**config.mk**
```make
export PLATFORM = sky130hd
export DESIGN_NAME = ld_cell_cond_flat
export DESIGN_NICKNAME = d
export VERILOG_FILES = /design/src/rtl/ld_cell_pkg.sv /design/src/rtl/ld_cell_cond_if.sv /design/src/rtl/ld_cell_cond_settle_tmr.sv /design/src/rtl/ld_cell_cond.sv /design/src/flat_wrapper.sv
export SDC_FILE = /design/constraint.sdc
export NUM_CORES = 1
export LEC_CHECK = 0
export BUFFER_PORTS_ARGS = -buffer_cell sky130_fd_sc_hd__clkbuf_2
export CAP_MARGIN = 5
export CORE_MARGIN = 4
export CORE_UTILIZATION = 55
export DETAILED_ROUTE_END_ITERATION = 8
export PLACE_DENSITY = 0.73
export REMOVE_ABC_BUFFERS = 1
export SYNTH_ARGS = -nofsm -noshare
export SYNTH_HDL_FRONTEND = slang
export SYNTH_SLANG_ARGS = --single-unit
```
**constraint.sdc**
```tcl
create_clock -name clk -period 7.2 [get_ports clk]
set_clock_uncertainty 0.05 [all_clocks]
set_input_delay 0.36 -clock clk [delete_from_list [all_inputs] [get_ports clk]]
set_output_delay 0.36 -clock clk [all_outputs]
set_load 0.01 [all_outputs]
```
**src/rtl/ld_cell_pkg.sv**
```systemverilog
// Shared constants, watchdog state and flag payload for the load-cell conditioning stage.
// Default thresholds are also consumed by the steering state machine bench.
package ld_cell_pkg;

    localparam int unsigned LD_W   = 12;
    localparam int unsigned SUM_W  = 13;
    localparam int unsigned IDLE_W = 20;

    localparam int unsigned        TMR_BITS_DFLT         = 26;
    localparam logic [SUM_W-1:0]   MIN_RIDER_WEIGHT_DFLT = 13'h0200;
    localparam logic [SUM_W-1:0]   HYSTERESIS_DFLT       = 13'h0040;
    localparam logic [IDLE_W-1:0]  STALE_CYCLES_DFLT     = 20'hF_FFFF;

    typedef enum logic [1:0] {
        NO_DATA = 2'd0,
        LIVE    = 2'd1,
        STALE   = 2'd2
    } wd_state_t;

    typedef struct packed {
        logic sum_gt_min;
        logic sum_lt_min;
        logic diff_gt_1_4;
        logic diff_gt_15_16;
    } ld_flags_t;

    // Values presented to the steering machine whenever the load data cannot be trusted.
    localparam ld_flags_t FLAGS_SAFE = '{
        sum_gt_min:    1'b0,
        sum_lt_min:    1'b1,
        diff_gt_1_4:   1'b0,
        diff_gt_15_16: 1'b0
    };

    function automatic logic [SUM_W-1:0] abs_diff(input logic [LD_W-1:0] a,
                                                  input logic [LD_W-1:0] b);
        return (a >= b) ? SUM_W'(a - b) : SUM_W'(b - a);
    endfunction

    function automatic ld_flags_t eval_flags(input logic [SUM_W-1:0] sum,
                                             input logic [SUM_W-1:0] diff,
                                             input logic [SUM_W-1:0] hi_thr,
                                             input logic [SUM_W-1:0] lo_thr);
        ld_flags_t f;
        f.sum_gt_min    = (sum > hi_thr);
        f.sum_lt_min    = (sum < lo_thr);
        f.diff_gt_1_4   = (diff > (sum >> 2));
        f.diff_gt_15_16 = (diff > (sum - (sum >> 4)));
        return f;
    endfunction

endpackage

```
**src/rtl/ld_cell_cond_if.sv**
```systemverilog
// Sample/flag bundle between the load-cell front end, this stage and the steering machine.
interface ld_cell_cond_if;
    import ld_cell_pkg::*;

    logic [LD_W-1:0] lft_ld;
    logic [LD_W-1:0] rght_ld;
    logic            ld_vld;
    logic            clr_tmr;
    logic            sum_gt_min;
    logic            sum_lt_min;
    logic            diff_gt_1_4;
    logic            diff_gt_15_16;
    logic            tmr_full;
    logic            ld_stale;

    modport master (
        output lft_ld, rght_ld, ld_vld, clr_tmr,
        input  sum_gt_min, sum_lt_min, diff_gt_1_4, diff_gt_15_16, tmr_full, ld_stale
    );

    modport slave (
        input  lft_ld, rght_ld, ld_vld, clr_tmr,
        output sum_gt_min, sum_lt_min, diff_gt_1_4, diff_gt_15_16, tmr_full, ld_stale
    );

endinterface

```
**src/rtl/ld_cell_cond_settle_tmr.sv**
```systemverilog
// Rider-settle timer: free-running saturating counter, cleared by the steering machine.
module settle_tmr #(
    parameter int unsigned TMR_BITS = 26
) (
    input  logic clk,
    input  logic rst,
    input  logic clr,
    output logic full
);

    logic [TMR_BITS-1:0] cnt;

    // Clear has priority so a clear on the saturation cycle drops full on the next cycle.
    always_ff @(posedge clk) begin
        if (rst) begin
            cnt <= '0;
        end else if (clr) begin
            cnt <= '0;
        end else if (cnt != '1) begin
            cnt <= cnt + TMR_BITS'(1);
        end
    end

    assign full = &cnt;

endmodule

```
**src/rtl/ld_cell_cond.sv**
```systemverilog
// Load-cell conditioning: captures left/right samples, derives rider-present and imbalance
// flags, and forces safe flags when the sample stream goes silent.
module ld_cell_cond
    import ld_cell_pkg::*;
#(
    parameter logic [SUM_W-1:0]  MIN_RIDER_WEIGHT = MIN_RIDER_WEIGHT_DFLT,
    parameter logic [SUM_W-1:0]  HYSTERESIS       = HYSTERESIS_DFLT,
    parameter int unsigned       TMR_BITS         = TMR_BITS_DFLT,
    parameter logic [IDLE_W-1:0] STALE_CYCLES     = STALE_CYCLES_DFLT
) (
    input logic           clk,
    input logic           rst,
    ld_cell_cond_if.slave bus
);

    localparam logic [SUM_W-1:0] HI_THR = MIN_RIDER_WEIGHT + HYSTERESIS;
    localparam logic [SUM_W-1:0] LO_THR = MIN_RIDER_WEIGHT - HYSTERESIS;

    logic [LD_W-1:0]   lft_q;
    logic [LD_W-1:0]   rght_q;
    logic              v1;
    logic [SUM_W-1:0]  sum_c;
    logic [SUM_W-1:0]  diff_c;
    ld_flags_t         calc_c;

    wd_state_t         state_q;
    wd_state_t         state_d;
    logic [IDLE_W-1:0] idle_q;
    logic [IDLE_W-1:0] idle_d;
    ld_flags_t         flags_q;
    ld_flags_t         flags_d;
    logic              stale_q;
    logic              stale_d;
    logic              tmr_full;

    // Stage 1: sample capture.
    always_ff @(posedge clk) begin
        if (rst) begin
            lft_q  <= '0;
            rght_q <= '0;
            v1     <= 1'b0;
        end else begin
            v1 <= bus.ld_vld;
            if (bus.ld_vld) begin
                lft_q  <= bus.lft_ld;
                rght_q <= bus.rght_ld;
            end
        end
    end

    // Stage 2 datapath: 13-bit sum cannot overflow two 12-bit operands.
    assign sum_c  = SUM_W'(lft_q) + SUM_W'(rght_q);
    assign diff_c = abs_diff(lft_q, rght_q);
    assign calc_c = eval_flags(sum_c, diff_c, HI_THR, LO_THR);

    // Watchdog next-state and flag update.
    always_comb begin
        state_d = state_q;
        idle_d  = idle_q;
        flags_d = flags_q;
        stale_d = stale_q;

        if (bus.ld_vld) begin
            idle_d = '0;
        end else if (idle_q != STALE_CYCLES) begin
            idle_d = idle_q + IDLE_W'(1);
        end

        case (state_q)
            NO_DATA: if (bus.ld_vld) state_d = LIVE;
            LIVE:    if (!bus.ld_vld && (idle_q == STALE_CYCLES)) state_d = STALE;
            STALE:   if (bus.ld_vld) state_d = LIVE;
            default: state_d = NO_DATA;
        endcase

        if (v1) begin
            flags_d = calc_c;
            stale_d = 1'b0;
        end

        // Forced values stay until a fresh sample reaches stage 2.
        if ((state_q == LIVE) && (state_d == STALE)) begin
            flags_d = FLAGS_SAFE;
            stale_d = 1'b1;
        end
    end

    always_ff @(posedge clk) begin
        if (rst) begin
            state_q <= NO_DATA;
            idle_q  <= '0;
            flags_q <= FLAGS_SAFE;
            stale_q <= 1'b1;
        end else begin
            state_q <= state_d;
            idle_q  <= idle_d;
            flags_q <= flags_d;
            stale_q <= stale_d;
        end
    end

    settle_tmr #(
        .TMR_BITS (TMR_BITS)
    ) u_settle_tmr (
        .clk  (clk),
        .rst  (rst),
        .clr  (bus.clr_tmr),
        .full (tmr_full)
    );

    assign bus.sum_gt_min    = flags_q.sum_gt_min;
    assign bus.sum_lt_min    = flags_q.sum_lt_min;
    assign bus.diff_gt_1_4   = flags_q.diff_gt_1_4;
    assign bus.diff_gt_15_16 = flags_q.diff_gt_15_16;
    assign bus.tmr_full      = tmr_full;
    assign bus.ld_stale      = stale_q;

endmodule

```
**src/flat_wrapper.sv**
```systemverilog
// flat-port wrapper written by rule: the top's interface ports become plain ports
module ld_cell_cond_flat import ld_cell_pkg::*;
#(
    parameter logic [SUM_W-1:0]  MIN_RIDER_WEIGHT = MIN_RIDER_WEIGHT_DFLT,
    parameter logic [SUM_W-1:0]  HYSTERESIS       = HYSTERESIS_DFLT,
    parameter int unsigned       TMR_BITS         = TMR_BITS_DFLT,
    parameter logic [IDLE_W-1:0] STALE_CYCLES     = STALE_CYCLES_DFLT
)
  (clk, rst, bus_lft_ld, bus_rght_ld, bus_ld_vld, bus_clr_tmr, bus_sum_gt_min, bus_sum_lt_min, bus_diff_gt_1_4, bus_diff_gt_15_16, bus_tmr_full, bus_ld_stale);
  ld_cell_cond_if bus_i ();
  input logic clk;
  input logic rst;
  input wire logic [$bits(bus_i.lft_ld)-1:0] bus_lft_ld;
  input wire logic [$bits(bus_i.rght_ld)-1:0] bus_rght_ld;
  input wire logic [$bits(bus_i.ld_vld)-1:0] bus_ld_vld;
  input wire logic [$bits(bus_i.clr_tmr)-1:0] bus_clr_tmr;
  output wire logic [$bits(bus_i.sum_gt_min)-1:0] bus_sum_gt_min;
  output wire logic [$bits(bus_i.sum_lt_min)-1:0] bus_sum_lt_min;
  output wire logic [$bits(bus_i.diff_gt_1_4)-1:0] bus_diff_gt_1_4;
  output wire logic [$bits(bus_i.diff_gt_15_16)-1:0] bus_diff_gt_15_16;
  output wire logic [$bits(bus_i.tmr_full)-1:0] bus_tmr_full;
  output wire logic [$bits(bus_i.ld_stale)-1:0] bus_ld_stale;
  assign bus_i.lft_ld = bus_lft_ld;
  assign bus_i.rght_ld = bus_rght_ld;
  assign bus_i.ld_vld = bus_ld_vld;
  assign bus_i.clr_tmr = bus_clr_tmr;
  assign bus_sum_gt_min = bus_i.sum_gt_min;
  assign bus_sum_lt_min = bus_i.sum_lt_min;
  assign bus_diff_gt_1_4 = bus_i.diff_gt_1_4;
  assign bus_diff_gt_15_16 = bus_i.diff_gt_15_16;
  assign bus_tmr_full = bus_i.tmr_full;
  assign bus_ld_stale = bus_i.ld_stale;
  ld_cell_cond #(.MIN_RIDER_WEIGHT(MIN_RIDER_WEIGHT), .HYSTERESIS(HYSTERESIS), .TMR_BITS(TMR_BITS), .STALE_CYCLES(STALE_CYCLES)) u_core (.clk(clk), .rst(rst), .bus(bus_i));
endmodule
```
==> out/metrics.cfg <==
[die]
core_um2=10840
io_pins=34
dieArea_um2=12860
die_h_um=113.4
rows=38
initial_core_util_pct=56.36
dieWidth_um=113.4

[finish]
regArea_um2=1562
finalNonFillerCells=917
multi_input_area_um2=4189
area_growth_pct=6.512
n_fill_cell=1006
layout_common_cells=89 x nor2_1, 78 x dfxtp_1, 69 x ha_1
antennaDiodeCount=0
layout.nets=873
final_common_cell=nor2_1
drive_gt1_share_pct=8.880

[cts]
numCtsBuffers=9
cts_max_level=3
clock_latency_ns=0.37
cts_root_buffer=clkbuf_8
clock_path_buffers=2
post_cts_buffers=0
cts-hold-fix-buffers=0
clock_sinks=78
cts_resized=0
clkTransAtPathRegs_ns=0.09
cts_tree=yes

[power_and_ir_drop]
switching_share_pct=39.98
power.leakage_uw=0.002842
power_switching_uw=566.2
p_int_uw=849.9
powerDensity_nw_per_um2=217.6
vdd_ir_drop_max_mv=0.1207
power_frac_clock_pct=22.3
power.share.sequential_pct=32.2
pwr-share-comb_pct=45.4

[hold_path]
hold_depth=3
hold_path.class=input pin to register
hold_path_end=u_core.lft_q[3]
hp-start=bus_lft_ld[3]

[critical_path]
r2r-start=u_core.rght_q[1]
worstRegToRegCells=22
crit_required_ns=7.42
crit_type=register to register
critical_path_arrival_ns=5.44
crit_path_end_kind=register
crit_fanout=5
worstSetupStartpointType=register
rr_endpoint=u_core.bus.diff_gt_15_16
rrSetupSlack_ns=1.98

[global_routing]
grt_pass1_vias=5160
antenna_found_initial=0
grt_max_degree=31
grt_overflow=0
grt_pass1_wl_um=23560
grtUsageTotal_pct=22.02

[synthesis]
syn_inst=756
synth.avg_cell_area_um2=8.081
yosysSeqAreaShare_pct=25.56
synth.area.top_cells=dfxtp_1 26%, ha_1 14%, mux2i_1 5.6%, nor2_1 5.5%, xor2_1 4.4%
synth_area_leader_cell=dfxtp_1
ys.flop_type=dfxtp_1
synth_edf_count=0
ys_ff_latch=78
synth_area_um2=6110
synth_cell_types=68
synthArstFlopShare_pct=0
synth_top_area_share_pct=25.56
synth-warning-count=0

[place]
port_buffers=33
dp_hpwl_um=10630
dp_cells=901
place_congestion=0.9459

[timing]
slew_viol_final=0
relSlewSlack_pct=41.85
setup_viol=0
period_share_pct=72.48
fin_crit_ns=5.218
hold_viol=0
max_freq_mhz=191.6
worst_pin_slew_ns=0.8722
setup_tns_ns=0
rsz0062_at_grt=no

[detailed_routing]
drtIter0Drc=332
dr.pass1.iters=6
drc_errors=0
wl_um=13690
vias=5423
ant_nets=0
vias_per_cell=5.914
wl_per_cell_um=14.93

[run]
maxCapViolations=0

[run_status]
status=completed

[power groups by stage]
stage	clock (uW)	sequential [uW]	combinational (uW)
floorplan	0	465	480
global placement	0	466	615
detailed placement	0	467	629
CTS	328	457	635
global route	350	459	720
finish	316	457	643
[cell type report]
class                           instances  area share (%)
Multi-Input combinational cell        589           64.37
Clock inverter                          7          0.9806
Sequential cell                        78           24.00
Tap cell                              140           2.692
Inverter                               61           3.519
Clock buffer                            9           1.903
Timing Repair Buffer                   33           2.538
[routing by layer]
layer	wire, um	global-route usage [%]	share of wire (%)	vias to the layer above
met5	0	0	0	-
met2	6564	38.11	48	168
li1	-	-	-	2689
met4	435	7.853	3.2	0
met3	579	4.562	4.2	45
met1	6112	27.13	45	2521
[how the worst max path moves through the flow]
stage               cells after the start  slack [ns]                       end        startpoint
global placement                       23        2.12  u_core.bus.diff_gt_15_16  u_core.rght_q[0]
CTS                                    22        1.98  u_core.bus.diff_gt_15_16  u_core.rght_q[1]
detailed placement                     22        2.00  u_core.bus.diff_gt_15_16  u_core.rght_q[1]
global route                           22        1.63  u_core.bus.diff_gt_15_16  u_core.rght_q[1]
floorplan                              22        2.62  u_core.bus.diff_gt_15_16  u_core.rght_q[1]
finish                                 22        1.98  u_core.bus.diff_gt_15_16  u_core.rght_q[1]
[sequential cells by signal, summed over array words and instances (netlist names)]
name,cells
u_core.u_settle_tmr.cnt,26
u_core.bus.diff_gt_1_4,1
u_core.bus.diff_gt_15_16,1
u_core.v1,1
u_core.rght_q,12
u_core.bus.sum_gt_min,1
u_core.lft_q,12
u_core.state_q,2
u_core.bus.sum_lt_min,1
u_core.idle_q,20
u_core.bus.ld_stale,1
[cells by family after synthesis]
group / synth area share (%)
flops: 25.56
simple gates: 21.28
compound gates: 16.63
fa+ha+maj: 15.44
xor+xnor: 9.277
buf+inv: 5.877
mux: 5.939
[cell usage after synthesis, drive strengths merged (6+ instances only)]
library cell  count
nor2             91
dfxtp            78
ha               69
inv              59
nand2            50
a21oi            48
o21ai            41
mux2i            34
xor2             31
nand3            28
xnor2            28
nand4            20
and3             17
clkbuf           15
nor3             15
buf              13
a21o             10
or3               9
o21bai            7
a221oi            6
a31oi             6
nand2b            6
nor2b             6
[per-stage QoR]
stage / cell area [um2] / util [%] / power [uW] / hold WS, ns / worst slack (ns)
global route: 6507 / 60.03 / 1530 / 0.1616 / 1.629
CTS: 6507 / 60.03 / 1420 / 0.1513 / 1.979
global placement: 6320 / 58.30 / 1081 / 0.3979 / 2.124
floorplan: 5979 / - / 945.0 / 0.3767 / 2.617
finish: 6507 / 60.03 / 1416 / 0.1685 / 1.982
detailed placement: 6320 / 58.30 / 1096 / 0.4038 / 1.995
[worst max-delay path: stages, from the launching register on]
cell and delay, ns:
dfxtp_1 0.45, inv_1 0.15, fa_1 0.49, o21ba_1 0.21, o21ai_0 0.21, xor2_1 0.51
inv_1 0.16, ha_1 0.26, fa_1 0.41, nor2b_1 0.14, a221o_1 0.23, nand2_1 0.06
o21ai_0 0.29, xnor2_1 0.16, ha_1 0.26, a21o_1 0.19, a21o_1 0.17, a21oi_1 0.11
o21ai_0 0.09, a21o_1 0.19, a21oi_1 0.14, o21a_1 0.13, o21ai_0 0.07
Power figures use the tool's default switching activity.
